--- src/rtl/ps_pkg.sv ---
// ============================================================================
// Module   : ps_pkg
// Brief    : Shared constants and lane-slicing helper for paralelo_serie_param.
// Revision : 1.0
// ============================================================================
`default_nettype none

package ps_pkg;

  localparam logic [7:0] K28_5 = 8'hBC;

  // Upper bounds for the generic lane slicer; callers size-cast the result.
  localparam int PS_MAX_BUS   = 1024;
  localparam int PS_MAX_WIDTH = 64;

  function automatic logic [PS_MAX_WIDTH-1:0] lane_slice(
    input logic [PS_MAX_BUS-1:0] bus,
    input int                    k,
    input int                    width
  );
    logic [PS_MAX_BUS-1:0]   shifted;
    logic [PS_MAX_WIDTH-1:0] mask;
    shifted = bus >> (k * width);
    mask    = {PS_MAX_WIDTH{1'b1}} >> (PS_MAX_WIDTH - width);
    return shifted[PS_MAX_WIDTH-1:0] & mask;
  endfunction

endpackage

`default_nettype wire

--- src/rtl/paralelo_serie_param_lane_shift.sv ---
// ============================================================================
// Module   : ps_lane_shift
// Brief    : One lane's shift register; loads a word or the idle comma on frame
//            boundaries and shifts toward the serial output otherwise.
// Revision : 1.0
// ============================================================================
`default_nettype none

module ps_lane_shift
  import ps_pkg::*;
#(
  parameter int               WIDTH     = 8,
  parameter logic [WIDTH-1:0] IDLE_WORD = WIDTH'(K28_5),
  parameter bit               MSB_FIRST = 1'b1
) (
  input  logic             clk_8f,
  input  logic             reset,
  input  logic             load,
  input  logic             sel_idle,
  input  logic [WIDTH-1:0] word,
  output logic             ser_bit
);

  logic [WIDTH-1:0] r_sh;

  always_ff @(posedge clk_8f or negedge reset) begin
    if (!reset) begin
      r_sh <= IDLE_WORD;
    end else if (load) begin
      r_sh <= sel_idle ? IDLE_WORD : word;
    end else if (MSB_FIRST) begin
      r_sh <= {r_sh[WIDTH-2:0], 1'b0};
    end else begin
      r_sh <= {1'b0, r_sh[WIDTH-1:1]};
    end
  end

  // Line is held low while in reset regardless of register contents.
  assign ser_bit = reset & (MSB_FIRST ? r_sh[WIDTH-1] : r_sh[0]);

endmodule

`default_nettype wire

--- src/rtl/paralelo_serie_param.sv ---
// ============================================================================
// Module   : paralelo_serie_param
// Brief    : Multi-lane parallel-to-serial converter with a one-entry holding
//            buffer and valid/ready handshake; sends IDLE_WORD when starved.
// Revision : 1.0
// ============================================================================
`default_nettype none

module paralelo_serie_param
  import ps_pkg::*;
#(
  parameter int               WIDTH     = 8,
  parameter int               LANES     = 1,
  parameter logic [WIDTH-1:0] IDLE_WORD = WIDTH'(K28_5),
  parameter bit               MSB_FIRST = 1'b1
) (
  input  logic                   clk_8f,
  input  logic                   reset,
  input  logic [LANES*WIDTH-1:0] data_in,
  input  logic                   valid_in,
  output logic                   ready_out,
  output logic [LANES-1:0]       data_out,
  output logic                   frame_start,
  output logic                   idle_out
);

  localparam int                c_cnt_w = $clog2(WIDTH);
  localparam logic [c_cnt_w-1:0] c_last  = c_cnt_w'(WIDTH - 1);

  logic [c_cnt_w-1:0]     r_cnt;
  logic [LANES*WIDTH-1:0] r_buf;
  logic                   r_buf_full;
  logic                   r_idl;

  logic                   w_load;
  logic                   w_accept;
  logic                   w_sel_idle;
  logic [LANES*WIDTH-1:0] w_src;

  assign w_load      = (r_cnt == c_last);
  assign ready_out   = reset & (!r_buf_full | w_load);
  assign w_accept    = valid_in & ready_out;
  assign w_sel_idle  = !r_buf_full & !w_accept;
  // A buffered word always takes precedence over the bypass path.
  assign w_src       = r_buf_full ? r_buf : data_in;
  assign frame_start = (r_cnt == '0) & reset;
  assign idle_out    = r_idl;

  always_ff @(posedge clk_8f or negedge reset) begin
    if (!reset) begin
      r_cnt      <= '0;
      r_buf      <= '0;
      r_buf_full <= 1'b0;
      r_idl      <= 1'b1;
    end else begin
      r_cnt <= w_load ? '0 : r_cnt + c_cnt_w'(1);
      if (w_load) begin
        if (r_buf_full) begin
          r_idl <= 1'b0;
          if (w_accept) begin
            r_buf <= data_in;
          end else begin
            r_buf_full <= 1'b0;
          end
        end else begin
          r_idl <= !w_accept;
        end
      end else if (w_accept) begin
        r_buf      <= data_in;
        r_buf_full <= 1'b1;
      end
    end
  end

  for (genvar k = 0; k < LANES; k++) begin : g_lane
    ps_lane_shift #(
      .WIDTH     (WIDTH),
      .IDLE_WORD (IDLE_WORD),
      .MSB_FIRST (MSB_FIRST)
    ) u_lane (
      .clk_8f   (clk_8f),
      .reset    (reset),
      .load     (w_load),
      .sel_idle (w_sel_idle),
      .word     (WIDTH'(lane_slice(PS_MAX_BUS'(w_src), k, WIDTH))),
      .ser_bit  (data_out[k])
    );
  end

endmodule

`default_nettype wire

--- config.mk ---
export PLATFORM = sky130hd
export DESIGN_NAME = paralelo_serie_param
export DESIGN_NICKNAME = d
export VERILOG_FILES = /design/src/rtl/ps_pkg.sv /design/src/rtl/paralelo_serie_param_lane_shift.sv /design/src/rtl/paralelo_serie_param.sv
export SDC_FILE = /design/constraint.sdc
export NUM_CORES = 1
export LEC_CHECK = 0
export BUFFER_PORTS_ARGS = -buffer_cell sky130_fd_sc_hd__buf_2
export CORE_UTILIZATION = 39
export DETAILED_ROUTE_END_ITERATION = 10
export SLEW_MARGIN = 20
export SYNTH_ARGS = -nofsm -noshare
export SYNTH_HDL_FRONTEND = slang
export SYNTH_SLANG_ARGS = --single-unit
--- constraint.sdc ---
create_clock -name clk_8f -period 1.65 [get_ports clk_8f]
set_clock_uncertainty 0.1 [all_clocks]
set_input_delay 0.165 -clock clk_8f [delete_from_list [all_inputs] [get_ports clk_8f]]
set_output_delay 0.165 -clock clk_8f [all_outputs]
set_load 0.01 [all_outputs]
; Word level (Yosys, flattened, before mapping)
; Cells that the tools add are included.
[totals]
regBits = 21
input_bits = 11
out_inout_bits = 4
[op_classes]
n_addsub = 1
n_eq_ne = 2
n_reduce_logical = 4
muxes = 12
bitwise = 6
[op_table]
columns = cell, n
row1 = 8-bit 2-to-1 mux, 6
row2 = 1-bit AND, 5
row3 = 1-bit 2-to-1 mux, 5
row4 = "3-bit by 1-bit adder with 3-bit output, second input constant", 1
row5 = "3-bit == test, second input constant", 1
row6 = 3-bit logical NOT, 1
row7 = 3-bit 2-to-1 mux, 1
row8 = 1-bit logical NOT, 2
row9 = "2-bit inequality test, second input constant", 1
row10 = 2-bit nonzero test, 1
row11 = 1-bit OR, 1

; Logic depth before layout (Yosys ltp)
; Gate-level depths: netlist of the first run.
[logic_depth]
ltp_word = 8
mapped_depth = 6

; Hierarchy
; A second synthesis of the first run with hierarchy kept.
[unflattened]
cells_unflattened = 73
hier_area_um2 = 988.4
[modules_own_cells]
columns = mod, cells_each, area_each_um2, instances, seq_area_each_um2
row1 = paralelo_serie_param, 47, 668.1, 1, 326.6
row2 = ps_lane_shift, 26, 320.3, 1, 206.4

; Worst setup path before layout of the first run
; OpenSTA, ideal clock, no wires.
[synth_path]
path_kind = register to register
start = register r_cnt[0]
end = register r_buf[0]
setup_time_ps = 125
path_slack_ps = -60
t_arrival_ps = 1485
stages_incl_launch_ff = 7
period_less_slack_ps = 1710
n_path_buf = 1
path_cell_list = dfrtp_1 ha_1 ha_1 xnor2_1 and2_1 buf_6 mux2_4
[synth_via]
elab_chain_len = 7
elab_cells_between_ends = 8
classes_between = eq/ne: 2 / mux: 3 / bitwise: 3
[synth_rtl]
columns = item, line_no
row1 = "start, declared", paralelo_serie_param.sv:30  ; logic [c_cnt_w-1:0] r_cnt;
row2 = "start signal, assigned", paralelo_serie_param.sv:56  ; r_cnt <= w_load ? '0 : r_cnt + c_cnt_w'(1);
row3 = 3-bit == test *, paralelo_serie_param.sv:40  ; assign w_load = (r_cnt == c_last);
row4 = 1-bit OR, paralelo_serie_param.sv:41  ; assign ready_out = reset & (!r_buf_full | w_load);
row5 = 1-bit AND, paralelo_serie_param.sv:41
row6 = 1-bit AND, paralelo_serie_param.sv:42  ; assign w_accept = valid_in & ready_out;
row7 = 8-bit 2-to-1 mux (2 in series), n/a
row8 = 8-bit 2-to-1 mux, paralelo_serie_param.sv:57  ; if (w_load) begin
row9 = "end signal, assigned", paralelo_serie_param.sv:61  ; r_buf <= data_in;
row10 = "end signal, assigned", paralelo_serie_param.sv:69  ; r_buf <= data_in;
row11 = "end, declared", paralelo_serie_param.sv:31  ; logic [LANES*WIDTH-1:0] r_buf;
; Mark *: on every way between the ends. The rest lies on a longest branch, timed or not. The select of a mux whose other input is x is not followed.
; A chain may end at the register's enable or synchronous reset.

; Final worst setup path of the first run
[layout_path]
start = register r_cnt[0]
end = register r_buf[1]
; The elaborated chain is that of the path after synthesis.

==> results.sh, run 1 <==
export IMPL_outcome="finished, violations left"
export IMPL_violations="setup timing"
export IMPL_wl_per_cell_um=13.2
export IMPL_drv_slew=0
export IMPL_hold_violations=0
export IMPL_fillCellCount=209
export IMPL_r2r_start="r_cnt[0]$_DFF_PN0_"
export IMPL_grt_total_usage_pct=16.7
export IMPL_cp_end_kind="flop"
export IMPL_place_congestion=0.657
export IMPL_num_nets_final=120
export IMPL_drc=0
export IMPL_dpl_cell_count=118
export IMPL_p_seq_share_pct=57.4
export IMPL_synth_common_cells="dfrtp_1, nor2_1, mux2_4, mux2i_1, dfstp_2"
export IMPL_area_growth_pct=34.0
export IMPL_ios=15
export IMPL_overflow=0
export IMPL_r2r_end="r_buf[1]$_DFFE_PN0P_"
export IMPL_first_pass_iters=3
export IMPL_dieArea_um2=2630
export IMPL_synth_flop_cell="dfrtp_1"
export IMPL_finalPower_mw=1.25
export IMPL_ys_seq_area_share_pct=56.3
export IMPL_syn_area_um2=947
export IMPL_rows=17
export IMPL_rsz0062_at_grt="true"
export IMPL_antenna_found_initial=0
export IMPL_hold_path_depth=4
export IMPL_worst_pin_slew_ns=0.929
export IMPL_rr_worst_depth=6
export IMPL_yosysMostFrequentCell="dfrtp_1"
export IMPL_htree_levels=1
export IMPL_synth_cell_types=21
export IMPL_swShare_pct=25.8
export IMPL_clk_pin_slew_worst_paths_ns=0.12
export IMPL_setup_violations=9
export IMPL_cp_start_kind="flop"
export IMPL_power_density_nw_per_um2=983
export IMPL_ys_ff_latch=21
export IMPL_die_w_um=51.3
export IMPL_r2r_slack_ns=-0.06
export IMPL_cts_path_max_buffers=2
export IMPL_startpoint="r_cnt[0]$_DFF_PN0_"
export IMPL_avgSynthCellArea_um2=13.0
export IMPL_yosysWarnings=0
export IMPL_cts_buffers=3
export IMPL_critPathKind="reg2reg"
export IMPL_grt_max_degree=22
export IMPL_final_antenna_net_count=0
export IMPL_power_share_clock_pct=20.0
export IMPL_path_max_fanout=7
export IMPL_root_buffer="clkbuf_4"
export IMPL_irDropWorstVdd_mv=0.735
export IMPL_synth_nets=87
export IMPL_fin_ws_ns=-0.0637
export IMPL_dpl_hpwl_mm=1.16
export IMPL_clock_fmax_ghz=0.584
export IMPL_intPower_uw=926
export IMPL_start_util_pct=42.0
export IMPL_min_path_type="in2reg"
export IMPL_required_ns=1.75
export IMPL_core_um2=2250
export IMPL_via_count=629
export IMPL_netlist_top_cells_area="dfrtp_1, dfstp_2, mux2_4"
export IMPL_final_layout_size_suffix_gt1_share_pct=44.8
export IMPL_switchingPower_uw=322
export IMPL_grt_pass1_vias=705
export IMPL_cts_num_sinks=21
export IMPL_fin_cells=133
export IMPL_synth_edf_count=0
export IMPL_cts_tree="built"
export IMPL_numPortBuffers=14
export IMPL_wl_mm=1.76
export IMPL_fp_dieH_um=51.3
export IMPL_clock_latency_ns=0.31
export IMPL_postSynthCellCount=73
export IMPL_p_leak_nw=0.600
export IMPL_viasPerCell=4.73
export IMPL_grt_first_pass_wirelength_mm=3.11
export IMPL_place_ws_ns=-0.0955
export IMPL_combPwrFrac_pct=22.7
export IMPL_maxCapViolCount=0
export IMPL_cp_data_arrival_time_ns=1.81
export IMPL_slew_headroom_pct=37.9
export IMPL_yosysTopAreaCell="dfrtp_1"
export IMPL_antenna_cells=0
export IMPL_fin_crit_sh_pct=104
export IMPL_drtIter0Drc=1
export IMPL_async_flop_share_pct=100
export IMPL_yosysTopAreaCellShare_pct=39.6
export IMPL_worstSetupEndpoint="r_buf[1]$_DFFE_PN0P_"
export IMPL_fin_crit_ns=1.71
==> how the worst min path moves through the flow <==
stage,endpoint,startpoint,slack [ns]
final,g_lane[0].u_lane.r_sh[0]$_DFF_PN0_,valid_in,0.27
after global routing,g_lane[0].u_lane.r_sh[0]$_DFF_PN0_,valid_in,0.29
after CTS,r_buf[1]$_DFFE_PN0P_,data_in[1],0.003
after detailed placement,r_cnt[0]$_DFF_PN0_,reset,0.07
after global placement,r_buf[2]$_DFFE_PN0P_,reset,0.06
after floorplan,g_lane[0].u_lane.r_sh[0]$_DFF_PN0_,reset,-0.23
==> power by group through the flow <==
stage / registers (mW) / clock network (mW) / logic, mW
global placement: 0.718 / 0 / 0.251
finish: 0.716 / 0.249 / 0.283
CTS: 0.717 / 0.258 / 0.276
global route: 0.731 / 0.282 / 0.313
floorplan: 0.709 / 0 / 0.187
detailed placement: 0.723 / 0 / 0.260
==> layer usage <==
| metal | share of wire, % | GRT usage, % | vias to the layer above |
|---|---|---|---|
| met2 | 50 | 29.2 | 12 |
| li1 | - | - | 308 |
| met5 | 0 | 0 | - |
| met1 | 45 | 19.2 | 307 |
| met3 | 4.1 | 6.25 | 2 |
| met4 | 0.68 | 4.05 | 0 |
==> cell type report <==
type,count,area [µm²],area share (%)
clock buffer,3,22.5,1.78
timing repair buffer,31,244,19.2
inverter,3,13.8,1.08
sequential,21,533,42.0
multi-input combinational,46,415,32.7
clock inverter,1,5.00,0.394
tap,28,35.0,2.76
==> state kept, by name, summed over array words and instances, names as in the netlist <==
signal              cells
r_buf_full              1
r_cnt                   3
idle_out                1
g_lane.u_lane.r_sh      8
r_buf                   8
==> cell usage in the layout (no fill, tap or decap) <==
master,n
clkinv_2,1
o21ai_1,1
buf_12,1
and2_1,2
nor2_1,10
and2_4,1
dfrtp_1,15
a21o_1,1
clkbuf_4,3
dlygate4sd3_1,9
a21boi_2,1
dfstp_2,6
o2bb2ai_1,2
buf_2,14
nand2_1,1
ha_1,1
ha_2,1
buf_4,5
mux2_4,8
inv_1,2
nor2b_1,1
xnor2_2,1
a21oi_1,4
ha_4,1
a21oi_2,1
o21a_1,1
inv_4,1
buf_6,1
buf_8,1
mux2i_1,8
==> worst max-delay path, stage by stage, from the launching register on <==
cell and delay, ns:
dfrtp_1 0.42, ha_2 0.20, ha_4 0.17, xnor2_2 0.12, and2_4 0.17, buf_12 0.14
mux2_4 0.29
==> cell families (layout without fill, tap and decap cells) <==
family | Yosys count | count (layout) | synth area share [%]
DFF | 21 | 21 | 56.3
adders and majority gates | 3 | 3 | 3.96
AOI/OAI and AO/OA | 11 | 11 | 7.40
buffers and inverters | 6 | 38 | 3.30
and+or+nand+nor | 15 | 15 | 7.00
xor gates and xnor gates | 1 | 1 | 0.925
muxes | 16 | 16 | 21.1
==> timing repair <==
action	4_1_cts	5_1_grt
pin swaps	3	1
setup endpoints to repair	9	11
hold endpoints to repair	27	2
hold buffers	7	2
resized for setup	5	3
buffers inserted	2	0
==> metrics by stage <==
stage / util (%) / hold WS [ns] / TNS, ns / cell area, µm²
6_report: 56.3 / 0.270 / -0.466 / 1270
5_1_grt: 56.3 / 0.291 / -0.837 / 1270
4_1_cts: 54.9 / 0.00253 / -0.371 / 1240
3_5_place_dp: 49.0 / 0.0726 / -0.716 / 1100
3_3_place_gp: 49.0 / 0.0638 / -0.557 / 1100
2_1_floorplan: - / -0.231 / 0 / 962
Power figures use the tool's default switching activity.
==> run 2: changes to the inputs <==
--- a/config.mk
+++ b/config.mk
@@ -5,9 +5,11 @@
 export SDC_FILE = /design/constraint.sdc
 export NUM_CORES = 1
 export LEC_CHECK = 0
+export ABC_AREA = 1
 export BUFFER_PORTS_ARGS = -buffer_cell sky130_fd_sc_hd__buf_2
 export CORE_UTILIZATION = 39
 export DETAILED_ROUTE_END_ITERATION = 10
+export SETUP_SLACK_MARGIN = 0.3
 export SLEW_MARGIN = 20
 export SYNTH_ARGS = -nofsm -noshare
 export SYNTH_HDL_FRONTEND = slang
==> run 2 against run 1 <==
Against the previous run:
- the run now ends clean
- setup slack better by 0.10 ns
- die area is 7.4% higher
- worst hold slack worse by 0.26 ns
- sequential share of layout area is 3.6 points lower
- clock-buffer cell count stayed put
- synthesized cell count is 70% higher
- total power is 1.4% lower
- synthesized area is 7.7% higher
- non-clock buffer count stayed put
- register-to-register slack better by 0.16 ns
- clock power is 2% higher
- final cell count is 39% higher
==> results.sh, run 2 <==
export IMPL_clock_latency_ns=0.31
export IMPL_synthAdderAreaFrac_pct=3.68
export IMPL_viasPerCell=4.93
export IMPL_drtIter0Drc=10
export IMPL_netlist_top_cells_area="dfrtp_1, dfstp_2, nand2_1"
export IMPL_drv_slew=0
export IMPL_rsz0062_at_grt="true"
export IMPL_first_pass_iters=4
export IMPL_cts_tree="built"
export IMPL_critPathKind="reg2out"
export IMPL_fin_crit_sh_pct=97.7
export IMPL_p_seq_share_pct=57.5
export IMPL_synth_nets=138
export IMPL_final_layout_size_suffix_gt1_share_pct=39.4
export IMPL_fin_crit_ns=1.61
export IMPL_yosysTopAreaCellShare_pct=36.8
export IMPL_cts_path_max_buffers=2
export IMPL_cp_end_kind="primary output"
export IMPL_htree_levels=1
export IMPL_synth_xor_area_share_pct=0
export IMPL_cts_buffers=3
export IMPL_place_ws_ns=-0.0191
export IMPL_setup_violations=0
export IMPL_root_buffer="clkbuf_4"
export IMPL_clk_pin_slew_worst_paths_ns=0.12
export IMPL_synth_common_cells="nand2_1, nor2_1, dfrtp_1, inv_1, nand4_1"
export IMPL_finalPower_mw=1.23
export IMPL_wl_mm=2.42
export IMPL_core_um2=2480
export IMPL_power_density_nw_per_um2=886
export IMPL_start_util_pct=41.2
export IMPL_grt_first_pass_wirelength_mm=4.17
export IMPL_required_ns=1.38
export IMPL_grt_max_degree=15
export IMPL_syn_area_um2=1020
export IMPL_final_antenna_net_count=0
export IMPL_clock_fmax_ghz=0.620
export IMPL_wl_per_cell_um=13.1
export IMPL_combPwrFrac_pct=21.9
export IMPL_synthSimpleGateAreaFrac_pct=30.3
export IMPL_power_share_clock_pct=20.6
export IMPL_cts_num_sinks=21
export IMPL_final_common_cell="nand2_1"
export IMPL_worst_pin_slew_ns=0.631
export IMPL_drc=0
export IMPL_maxCapViolCount=0
export IMPL_cp_data_arrival_time_ns=1.35
export IMPL_place_congestion=0.829
export IMPL_synth_flop_cell="dfrtp_1"
export IMPL_finalInstanceArea_um2=1390
export IMPL_fin_ws_ns=0.0373
export IMPL_outcome="finished clean"
export IMPL_swShare_pct=30.7
export IMPL_dpl_cell_area_um2=1190
export IMPL_async_flop_share_pct=100
export IMPL_ys_ff_latch=21
export IMPL_dpl_hpwl_mm=1.64
export IMPL_path_max_fanout=2
export IMPL_synthMuxAreaShare_pct=0.982
export IMPL_antenna_found_initial=0
export IMPL_reg_top3="g_lane.u_lane.r_sh: 8 flops, r_buf: 8 flops, r_cnt: 3 flops"
export IMPL_cp_start_kind="flop"
export IMPL_hold_violations=0
export IMPL_layout_common_cells="nand2_1, nor2_1, dfrtp_1"
export IMPL_area_growth_pct=36.2
export IMPL_ios=15
export IMPL_yosysTopAreaCell="dfrtp_1"
export IMPL_avgSynthCellArea_um2=8.22
export IMPL_dieArea_um2=2820
export IMPL_grt_total_usage_pct=21.4
export IMPL_intPower_uw=853
export IMPL_synth_cell_types=19
export IMPL_p_leak_nw=0.713
export IMPL_fp_dieH_um=53.1
export IMPL_antenna_cells=0
export IMPL_min_path_type="in2reg"
export IMPL_final_util_pct=56.1
export IMPL_fillCellCount=244
export IMPL_via_count=912
export IMPL_grt_pass1_vias=872
export IMPL_synth_top_family_by_area="simple AND/OR/NAND/NOR gates"
export IMPL_synth_compound_area_share_pct=5.52
export IMPL_yosysWarnings=0
export IMPL_numPortBuffers=14
export IMPL_overflow=0
export IMPL_rows=18
export IMPL_synth_edf_count=0
export IMPL_switchingPower_uw=377
export IMPL_slew_headroom_pct=57.8
export IMPL_yosysMostFrequentCell="nand2_1"
export IMPL_die_w_um=53.1
export IMPL_postSynthCellCount=124
export IMPL_irDropWorstVdd_mv=0.657
export IMPL_ys_seq_area_share_pct=52.3
export IMPL_num_nets_final=170
## run 2: final cells by class
class | count | area [µm²] | area share [%]
Clock buffer | 3 | 22.5 | 1.62
Clock inverter | 1 | 5.00 | 0.360
Inverter | 12 | 50.0 | 3.60
Multi-Input combinational cell | 87 | 509 | 36.7
Sequential cell | 21 | 533 | 38.4
Tap cell | 30 | 37.5 | 2.70
Timing Repair Buffer | 31 | 231 | 16.7
## run 2: final timing paths
check | start | end | slack [ns] | depth (start not counted)
max | r_cnt[1]$_DFF_PN0_ | ready_out | 0.04 | 5
min | data_in[0] | r_buf[0]$_DFFE_PN0P_ | 0.005 | 3
max reg2reg | r_cnt[0]$_DFF_PN0_ | r_buf[5]$_DFFE_PN0P_ | 0.10 | 8
min reg2reg | g_lane[0].u_lane.r_sh[0]$_DFF_PN0_ | g_lane[0].u_lane.r_sh[1]$_DFF_PN0_ | 0.36 | 2
max in group asynchronous | reset | r_cnt[0]$_DFF_PN0_ | 0.62 | 3
min in group asynchronous | reset | g_lane[0].u_lane.r_sh[1]$_DFF_PN0_ | 0.33 | 3
## run 2: critical path: stages (launching register included)
cell and delay [ns]:
dfrtp_1 0.38, ha_2 0.20, ha_4 0.16, inv_6 0.04
a21oi_4 0.14, buf_6 0.12
## run 2: stage by stage
step	instances	TNS, ns	hold WS [ns]
3_3_place_gp	170	-0.00386	0.0190
2_1_floorplan	124	0	-0.231
3_5_place_dp	170	-0.0439	0.0140
4_1_cts	181	0	0.00618
5_1_grt	185	0	0.00465
6_report	185	0	0.00500
## run 2: metal layers
layer / vias up / share of wire [%] / track usage (%) / routed length, µm
met5: - / 0 / 0 / 0
met4: 0 / 2.1 / 10.5 / 52
met3: 5 / 3.9 / 2.59 / 94
met2: 22 / 49 / 35.7 / 1180
met1: 430 / 45 / 27.1 / 1100
li1: 455 / - / - / -
## run 2: cells by family after synthesis
family / after synthesis
AND/OR/NAND/NOR: 73
flip-flops: 21
AO/OA/AOI/OAI: 9
multiplexers: 1
adder cells (fa/ha/maj): 3
buffers and inverters: 17
## run 2: repair_timing
item | CTS | global route
pin swaps | 7 | 8
hold endpoints to repair | 21 | 1
cloned | 1 | 0
endpoints found under the setup margin | 22 | 23
resized for setup | 17 | 4
buffers inserted | 4 | 3
hold buffers | 2 | 1
## run 2: power by group through the flow
stage               Sequential (mW)  Combinational (mW)  Clock, mW
global placement              0.714               0.226          0
CTS                           0.707               0.265      0.255
finish                        0.708               0.269      0.253
detailed placement            0.715               0.234          0
global route                  0.719               0.305      0.280
floorplan                     0.693               0.165          0
